### config.mk
export PLATFORM = sky130hd
export DESIGN_NAME = efferent_weight_scheduler_flat
export DESIGN_NICKNAME = d
export VERILOG_FILES = /design/src/rtl/efferent_weight_scheduler_if.sv /design/src/rtl/efferent_weight_scheduler.sv /design/src/flat_wrapper.sv
export SDC_FILE = /design/constraint.sdc
export NUM_CORES = 1
export LEC_CHECK = 0
export BUFFER_PORTS_ARGS = -buffer_cell sky130_fd_sc_hd__clkbuf_2
export CAP_MARGIN = 10
export CORE_MARGIN = 8
export CORE_UTILIZATION = 40
export CTS_BUF_LIST = sky130_fd_sc_hd__clkbuf_4 sky130_fd_sc_hd__clkbuf_8
export CTS_CLUSTER_DIAMETER = 200
export DETAILED_ROUTE_END_ITERATION = 6
export PLACE_DENSITY = 0.67
export SLEW_MARGIN = 20
export SYNTH_ARGS = -nofsm -noshare
export SYNTH_HDL_FRONTEND = slang
export SYNTH_SLANG_ARGS = --single-unit
### constraint.sdc
create_clock -name clk -period 7.35 [get_ports clk]
set_clock_uncertainty 0.1 [all_clocks]
set_input_delay 1.1025 -clock clk [delete_from_list [all_inputs] [get_ports clk]]
set_output_delay 1.1025 -clock clk [all_outputs]
set_load 0.02 [all_outputs]
### src/rtl/efferent_weight_scheduler_if.sv
// Spike, host-config, matrix-port and synaptic-event bundle
// for the efferent weight scheduler.
interface efferent_weight_scheduler_if #(
  parameter int TAG_W    = 1,
  parameter int WEIGHT_W = 17
);
  logic                spike_valid;
  logic [TAG_W-1:0]    spike_tag;
  logic                spike_ready;
  logic                cfg_valid;
  logic [TAG_W-1:0]    cfg_src;
  logic [TAG_W-1:0]    cfg_dst;
  logic [WEIGHT_W-1:0] cfg_weight;
  logic                cfg_ready;
  logic [TAG_W-1:0]    wm_src_tag;
  logic [TAG_W-1:0]    wm_dst_tag;
  logic                wm_write_en;
  logic [WEIGHT_W-1:0] wm_weight_in;
  logic [WEIGHT_W-1:0] wm_weight_out;
  logic                syn_valid;
  logic [TAG_W-1:0]    syn_dst;
  logic [WEIGHT_W-1:0] syn_weight;
  logic                scan_done;
  logic                busy;

  modport master (
    output spike_valid, spike_tag,
    output cfg_valid, cfg_src, cfg_dst,
    output cfg_weight, wm_weight_out,
    input  spike_ready, cfg_ready,
    input  wm_src_tag, wm_dst_tag,
    input  wm_write_en, wm_weight_in,
    input  syn_valid, syn_dst, syn_weight,
    input  scan_done, busy
  );

  modport slave (
    input  spike_valid, spike_tag,
    input  cfg_valid, cfg_src, cfg_dst,
    input  cfg_weight, wm_weight_out,
    output spike_ready, cfg_ready,
    output wm_src_tag, wm_dst_tag,
    output wm_write_en, wm_weight_in,
    output syn_valid, syn_dst, syn_weight,
    output scan_done, busy
  );
endinterface

### src/rtl/efferent_weight_scheduler.sv
// Spike queue, destination scan and round-robin sharing of
// the weight-matrix port with host configuration writes.
module efferent_weight_scheduler #(
  parameter int N_NEURONS  = 2,
  parameter int TAG_W      = 1,
  parameter int WEIGHT_W   = 17,
  parameter int FIFO_DEPTH = 4
) (
  input logic clk,
  input logic reset_n,
  efferent_weight_scheduler_if.slave bus
);
  localparam int PTR_W = $clog2(FIFO_DEPTH);
  localparam logic [TAG_W-1:0] LAST =
    TAG_W'(N_NEURONS - 1);

  typedef enum logic [1:0] {
    IDLE, WRITE, SCAN, DRAIN
  } state_t;

  state_t           state;
  logic             prefer_spike;
  logic [TAG_W-1:0] fifo [FIFO_DEPTH];
  logic [PTR_W-1:0] wr_ptr;
  logic [PTR_W-1:0] rd_ptr;
  logic [PTR_W:0]   count;
  logic             full;
  logic             empty;
  logic             push;
  logic             pop;
  logic             cfg_hs;
  logic             s1_valid;
  logic             s1_last;
  logic [TAG_W-1:0] s1_dst;
  logic             keep;

  assign full  = count == (PTR_W+1)'(FIFO_DEPTH);
  assign empty = count == '0;
  assign bus.spike_ready = !full;
  assign bus.cfg_ready =
    (state == IDLE) && (empty || !prefer_spike);
  assign push   = bus.spike_valid && !full;
  assign cfg_hs = bus.cfg_valid && bus.cfg_ready;
  assign pop    = (state == IDLE) && !cfg_hs && !empty;
  assign bus.busy = (state != IDLE) || !empty;

  always_ff @(posedge clk) begin
    if (push) fifo[wr_ptr] <= bus.spike_tag;
  end

  always_ff @(posedge clk or negedge reset_n) begin
    if (!reset_n) begin
      wr_ptr <= '0;
      rd_ptr <= '0;
      count  <= '0;
    end else begin
      if (push) wr_ptr <= wr_ptr + 1'b1;
      if (pop)  rd_ptr <= rd_ptr + 1'b1;
      count <= count + (PTR_W+1)'(push)
                     - (PTR_W+1)'(pop);
    end
  end

  always_ff @(posedge clk or negedge reset_n) begin
    if (!reset_n) begin
      state            <= IDLE;
      prefer_spike     <= 1'b0;
      bus.wm_src_tag   <= '0;
      bus.wm_dst_tag   <= '0;
      bus.wm_write_en  <= 1'b0;
      bus.wm_weight_in <= '0;
    end else begin
      unique case (state)
        IDLE: begin
          if (cfg_hs) begin
            state            <= WRITE;
            prefer_spike     <= 1'b1;
            bus.wm_src_tag   <= bus.cfg_src;
            bus.wm_dst_tag   <= bus.cfg_dst;
            bus.wm_weight_in <= bus.cfg_weight;
            bus.wm_write_en  <= 1'b1;
          end else if (!empty) begin
            state          <= SCAN;
            prefer_spike   <= 1'b0;
            bus.wm_src_tag <= fifo[rd_ptr];
            bus.wm_dst_tag <= '0;
          end
        end
        WRITE: begin
          state            <= IDLE;
          bus.wm_write_en  <= 1'b0;
          bus.wm_weight_in <= '0;
        end
        SCAN: begin
          if (bus.wm_dst_tag == LAST)
            state <= DRAIN;
          else
            bus.wm_dst_tag <= bus.wm_dst_tag + 1'b1;
        end
        DRAIN: state <= IDLE;
        default: state <= IDLE;
      endcase
    end
  end

  // +0 and -0 both carry no charge, so only magnitude counts
  assign keep = s1_valid &&
    (|bus.wm_weight_out[WEIGHT_W-2:0]);

  always_ff @(posedge clk or negedge reset_n) begin
    if (!reset_n) begin
      s1_valid       <= 1'b0;
      s1_last        <= 1'b0;
      s1_dst         <= '0;
      bus.syn_valid  <= 1'b0;
      bus.syn_dst    <= '0;
      bus.syn_weight <= '0;
      bus.scan_done  <= 1'b0;
    end else begin
      s1_valid       <= state == SCAN;
      s1_last        <= bus.wm_dst_tag == LAST;
      s1_dst         <= bus.wm_dst_tag;
      bus.syn_valid  <= keep;
      bus.syn_dst    <= keep ? s1_dst : '0;
      bus.syn_weight <= keep ? bus.wm_weight_out : '0;
      bus.scan_done  <= s1_valid && s1_last;
    end
  end
endmodule
### src/flat_wrapper.sv
// flat-port wrapper written by rule: the top's interface ports become plain ports
module efferent_weight_scheduler_flat 
#(
  parameter int N_NEURONS  = 2,
  parameter int TAG_W      = 1,
  parameter int WEIGHT_W   = 17,
  parameter int FIFO_DEPTH = 4
)
  (clk, reset_n, bus_spike_valid, bus_spike_tag, bus_cfg_valid, bus_cfg_src, bus_cfg_dst, bus_cfg_weight, bus_wm_weight_out, bus_spike_ready, bus_cfg_ready, bus_wm_src_tag, bus_wm_dst_tag, bus_wm_write_en, bus_wm_weight_in, bus_syn_valid, bus_syn_dst, bus_syn_weight, bus_scan_done, bus_busy);
  efferent_weight_scheduler_if #(.TAG_W(TAG_W), .WEIGHT_W(WEIGHT_W)) bus_i ();
  input logic clk;
  input logic reset_n;
  input wire logic [$bits(bus_i.spike_valid)-1:0] bus_spike_valid;
  input wire logic [$bits(bus_i.spike_tag)-1:0] bus_spike_tag;
  input wire logic [$bits(bus_i.cfg_valid)-1:0] bus_cfg_valid;
  input wire logic [$bits(bus_i.cfg_src)-1:0] bus_cfg_src;
  input wire logic [$bits(bus_i.cfg_dst)-1:0] bus_cfg_dst;
  input wire logic [$bits(bus_i.cfg_weight)-1:0] bus_cfg_weight;
  input wire logic [$bits(bus_i.wm_weight_out)-1:0] bus_wm_weight_out;
  output wire logic [$bits(bus_i.spike_ready)-1:0] bus_spike_ready;
  output wire logic [$bits(bus_i.cfg_ready)-1:0] bus_cfg_ready;
  output wire logic [$bits(bus_i.wm_src_tag)-1:0] bus_wm_src_tag;
  output wire logic [$bits(bus_i.wm_dst_tag)-1:0] bus_wm_dst_tag;
  output wire logic [$bits(bus_i.wm_write_en)-1:0] bus_wm_write_en;
  output wire logic [$bits(bus_i.wm_weight_in)-1:0] bus_wm_weight_in;
  output wire logic [$bits(bus_i.syn_valid)-1:0] bus_syn_valid;
  output wire logic [$bits(bus_i.syn_dst)-1:0] bus_syn_dst;
  output wire logic [$bits(bus_i.syn_weight)-1:0] bus_syn_weight;
  output wire logic [$bits(bus_i.scan_done)-1:0] bus_scan_done;
  output wire logic [$bits(bus_i.busy)-1:0] bus_busy;
  assign bus_i.spike_valid = bus_spike_valid;
  assign bus_i.spike_tag = bus_spike_tag;
  assign bus_i.cfg_valid = bus_cfg_valid;
  assign bus_i.cfg_src = bus_cfg_src;
  assign bus_i.cfg_dst = bus_cfg_dst;
  assign bus_i.cfg_weight = bus_cfg_weight;
  assign bus_i.wm_weight_out = bus_wm_weight_out;
  assign bus_spike_ready = bus_i.spike_ready;
  assign bus_cfg_ready = bus_i.cfg_ready;
  assign bus_wm_src_tag = bus_i.wm_src_tag;
  assign bus_wm_dst_tag = bus_i.wm_dst_tag;
  assign bus_wm_write_en = bus_i.wm_write_en;
  assign bus_wm_weight_in = bus_i.wm_weight_in;
  assign bus_syn_valid = bus_i.syn_valid;
  assign bus_syn_dst = bus_i.syn_dst;
  assign bus_syn_weight = bus_i.syn_weight;
  assign bus_scan_done = bus_i.scan_done;
  assign bus_busy = bus_i.busy;
  efferent_weight_scheduler #(.N_NEURONS(N_NEURONS), .TAG_W(TAG_W), .WEIGHT_W(WEIGHT_W), .FIFO_DEPTH(FIFO_DEPTH)) u_core (.clk(clk), .reset_n(reset_n), .bus(bus_i));
endmodule
; ---- Word level (Yosys, flattened, before mapping)
; Memory sizes are Yosys's and may differ from the RTL's.
; Index checks and enable logic that the tools add are counted.
[classes]
n_addsub = 5
eq_ne = 8
muxes = 19
reduce_logical = 24
[op_table]
columns = cell, n
row1 = $mux 17, 2
row2 = $pmux 17 s2, 1
row3 = $reduce_or 16->1, 1
row4 = $mux 1, 10
row5 = $reduce_and 2->1, 4
row6 = $logic_and 1x1->1, 7
row7 = $mux 2, 3
row8 = $pmux 2 s3, 1
row9 = $reduce_bool 2->1, 3
row10 = $add 2x1->2 const B, 2
row11 = $eq 2x2->1 const B, 2
row12 = $logic_not 1->1, 4
row13 = $ne 2x1->1 const B, 2
row14 = $pmux 1 s2, 2
row15 = $add 3x1->3, 1
row16 = $eq 3x3->1 const B, 1
row17 = $logic_not 3->1, 1
row18 = $ne 3x3->1 const B, 1
row19 = $sub 3x1->3, 1
row20 = $eq 2x1->1 const B, 1
row21 = $logic_not 2->1, 1
row22 = $logic_or 1x1->1, 2
row23 = $ne 2x2->1 const B, 1
row24 = $reduce_or 2->1, 1
row25 = $add 1x1->1 const B, 1
[word_totals]
register_bits = 52
ramBits = 4
in_bits = 41
out_inout_bits = 43
elab_cells = 72
n_memories = 1
[mem_list]
columns = memory, words, word_bits, rd, rd_ports_with_merged_regs, wr, line_no
row1 = u_core.fifo, 4, 1, 1, 0, 1, efferent_weight_scheduler.sv:23  ; logic [TAG_W-1:0] fifo [FIFO_DEPTH];

; ---- Logic depth before layout (Yosys ltp)
[depth]
ltp_word = 8
ltp_mapped = 10
depth_no_buf = 9

; ---- Least setup slack after synthesis
; OpenSTA, ideal clock, no wires.
[synth_timing]
path_kind = input port to flip-flop
startpoint = in bus_cfg_valid
endpoint = reg u_core.count[2]
setup_ns = 0.123
arrival_ns = 2.722
required_ns = 7.127
setup_slack_ns = 4.405
path_stages = 10
n_path_buf = 1
path_cell_list = clkbuf_1 > nand2b_1 > nand3_1 > inv_1 > ha_1 > inv_1 > ha_1 > fa_1 > xnor2_1 > xnor2_1
[synth_between]
elab_chain_cells = 5
[synth_rtl]
columns = item, line_no
row1 = from (decl), flat_wrapper.sv:15  ; input wire logic [$bits(bus_i.cfg_valid)-1:0] bus_cfg_valid;
row2 = $logic_and 1x1->1, efferent_weight_scheduler.sv:43  ; assign cfg_hs = bus.cfg_valid && bus.cfg_ready;
row3 = $logic_not 1->1, efferent_weight_scheduler.sv:44  ; assign pop = (state == IDLE) && !cfg_hs && !empty;
row4 = $logic_and 1x1->1 (2 in series), efferent_weight_scheduler.sv:44
row5 = via u_core.pop, efferent_weight_scheduler.sv:30  ; logic pop;
row6 = $sub 3x1->3, efferent_weight_scheduler.sv:60  ; - (PTR_W+1)'(pop);
row7 = to (signal assigned), efferent_weight_scheduler.sv:59  ; count <= count + (PTR_W+1)'(push)
row8 = to (decl), efferent_weight_scheduler.sv:26  ; logic [PTR_W:0] count;
; The timed path passes the listed nets, and every way through them passes these cells.
; A chain may end at the register's enable or synchronous reset.

; ---- Final worst setup path
; Ends and elaborated chain as after synthesis.

==> flow_metrics.tcl <==
set metrics [dict create \
    cts_buffers 5 \
    p_clk_share_pct 12.6 \
    synthSimpleGateAreaFrac_pct 12.3 \
    crit_chain "clkbuf_2 > nand2b_1 > nand3_1 > inv_1 > ha_1 > inv_1 > ha_1 > fa_1 > xnor2_1 > xnor2_1" \
    fin_crit_ps 3000 \
    start_util_pct 41.7 \
    synth_cells 238 \
    globalRouteOverflowTotal 0 \
    critical_path_buf_inv_count 3 \
    rsz0062_at_grt "no" \
    p_sw_mw 0.602 \
    rows 29 \
    synth.area.mux_share_pct 1.27 \
    max_freq_mhz 334 \
    crit_family "adder cells" \
    post-route-period-util_pct 40.8 \
    dieArea_um2 9520 \
    port_buffers 83 \
    clk_pin_slew_ps 110 \
    cts_tree "yes" \
    grt_max_degree 53 \
    drc 0 \
    core_um2 6390 \
    ys_seq_area_share_pct 53.4 \
    firstDrtPassIters 4 \
    synth_top_family_by_area "compound AO/OA/AOI/OAI gates" \
    utilization_pct 50.3 \
    clkLatencyLatePin_ps 310 \
    clk_path_buf_depth 2 \
    hp-class "flop to flop" \
    maxCapViolations 0 \
    tightest_slew_ps 946 \
    hold_ws_ps 367 \
    synth-main-ff-cell "dfrtp_1" \
    cts-hold-fix-buffers 0 \
    p_seq_share_pct 39.8 \
    maxSlewViolCount 0 \
    dr.first_iter.drc_count 66 \
    synth-adder-area-share_pct 3.57 \
    setup_viol 0 \
    syn_nets 286 \
    cp_slowest_cell "clkbuf_2" \
    hold_viol 0 \
    wire_per_inst_um 14.5 \
    final_nets 364 \
    slew_headroom_pct 36.9 \
    vias 1940 \
    worst-setup-path-type "primary input to flop" \
    synth_seq_cells 56 \
    leakage_nw 1.64 \
    io-pin-count 84 \
    worstPathRequired_ps 7460 \
    cts_resized 0 \
    via_per_inst 4.92 \
    place.gp.congestion 0.741 \
    pwr-share-comb_pct 47.6 \
    dpl_worst_slack_ps 4040 \
    area_delta_synth_final_pct 20.6 \
    die-width_um 97.6 \
    status "completed" \
    ir_drop_mv 0.198 \
    p_per_area_nw_per_um2 431 \
    cts_setup_buffers 0 \
    synth_compound_area_share_pct 18.9 \
    swShare_pct 43.4 \
    h-tree-depth 2 \
    grt_usage_pct 12.2 \
    cts_sinks 56 \
    worstSetupStartpointType "primary input" \
    synth_xor_area_share_pct 1.65 \
    die_y_um 97.6 \
    hpwl_mm 4.17 \
    first_global_vias 2015 \
    crit_fanout 25 \
    synth_edf_count 4 \
    antenna_found_initial 0 \
    instances_no_fill 394 \
    root_buffer "clkbuf_8" \
    grt_pass1_wl_mm 9.70 \
    layout-drive-gt1-share_pct 37.2 \
    syn_area_per_cell_um2 11.2 \
    n_antenna_cell 0 \
    end_kind "flop" \
    worstPathArrival_ps 3100 \
    syn_area_um2 2660 \
    synth_cell_types 38 \
    slowest_delay_ps 430 \
    yosys_warnings 0 \
    setup-tns-final_ps 0 \
    dp.cells 386 \
    drt_wl_total_mm 5.71 \
    synthArstFlopShare_pct 92.9 \
    finalWorstSetupSlack_ps 4350 \
    intPower_mw 0.783 \
    drt.antenna.violating_nets 0 \
]
==> cell usage in the layout (no fill, tap or decap), types with 8 or more instances in the layout <==
cell type  Yosys  routed
a211o_1       17      17
and2_1        13      13
and2_2         8       8
clkbuf_2       0      83
dfrtp_1       52      52
inv_1         44      44
nand2_1       20      20
o311ai_0       8       8
o311ai_2       9       9
==> final cells by class <==
class / instances / area (um^2)
Fill cell: 594 / 3180
Sequential cell: 56 / 1420
Multi-Input combinational cell: 124 / 1000
Timing Repair Buffer: 85 / 430
Inverter: 44 / 165
Tap cell: 77 / 96.3
Clock buffer: 5 / 68.8
Clock inverter: 3 / 26.3
==> path summary, 6_finish.rpt <==
| kind | from | to | slack, ps | cells after the start |
|---|---|---|---|---|
| max | bus_cfg_valid | u_core.count[2] | 4350 | 10 |
| min | u_core.s1_last | u_core.bus.scan_done | 370 | 2 |
| max reg2reg | u_core.state[1] | u_core.count[2] | 4620 | 9 |
| min reg2reg | u_core.s1_last | u_core.bus.scan_done | 370 | 2 |
| max in group asynchronous | reset_n | u_core.bus.wm_weight_in[12] | 5910 | 2 |
| min in group asynchronous | reset_n | u_core.bus.syn_weight[11] | 800 | 2 |
==> metal layers <==
metal	track usage (%)	up-vias	part of all wire [%]
met1	15.2	916	45
li1	-	962	-
met4	4.20	0	0.44
met3	3.49	3	6.0
met5	0	-	0
met2	19.7	59	49
==> cell usage after synthesis (6+ instances only) <==
cell type / n / area (um^2)
dfrtp_1: 52 / 1300
inv_1: 44 / 165
nand2_1: 20 / 75.1
a211o_1: 17 / 149
and2_1: 13 / 81.3
clkbuf_1: 9 / 33.8
o311ai_2: 9 / 146
and2_2: 8 / 60.1
o311ai_0: 8 / 70.1
ha_1: 6 / 75.1
nor2_1: 6 / 22.5
==> kinds of logic (layout without fill, tap and decap cells) <==
family,after synthesis,after routing
mux,2,2
buf+inv,58,137
compound gates,49,49
fa+ha+maj,7,7
xor+xnor,5,5
simple gates,61,61
flops,56,56
==> registers in the layout, summed over array words and instances, names as in the netlist <==
signal,flops
u_core.bus.wm_write_en,1
u_core.prefer_spike,1
u_core.state,2
u_core.wr_ptr,2
u_core.rd_ptr,2
u_core.fifo,4
u_core.bus.syn_weight,17
u_core.bus.scan_done,1
u_core.count,3
u_core.bus.wm_dst_tag,1
u_core.s1_valid,1
u_core.bus.syn_valid,1
u_core.s1_last,1
u_core.bus.wm_src_tag,1
u_core.bus.wm_weight_in,17
u_core.bus.syn_dst,1
==> worst register-to-register path: cells and delay by family, from the launching register on <==
family / cells / cell delay [ps]
AND/OR/NAND/NOR: 2 / 420
adder cells (fa/ha/maj): 3 / 880
XOR/XNOR: 2 / 280
flip-flops: 1 / 860
buffers and inverters: 2 / 100
==> stage by stage <==
stage	power, mW	cell area (um^2)
6_report	1.38	3210
3_3_place_gp	1.21	3120
4_1_cts	1.41	3210
2_1_floorplan	1.04	2660
3_5_place_dp	1.23	3120
5_1_grt	1.51	3210
==> power groups by stage <==
stage	Clock (mW)	Sequential [mW]	Combinational [mW]
floorplan	0	0.639	0.399
global route	0.196	0.573	0.738
CTS	0.182	0.553	0.674
finish	0.174	0.551	0.659
global placement	0	0.556	0.652
detailed placement	0	0.558	0.675
No activity file was read; power rests on OpenSTA's default activity.
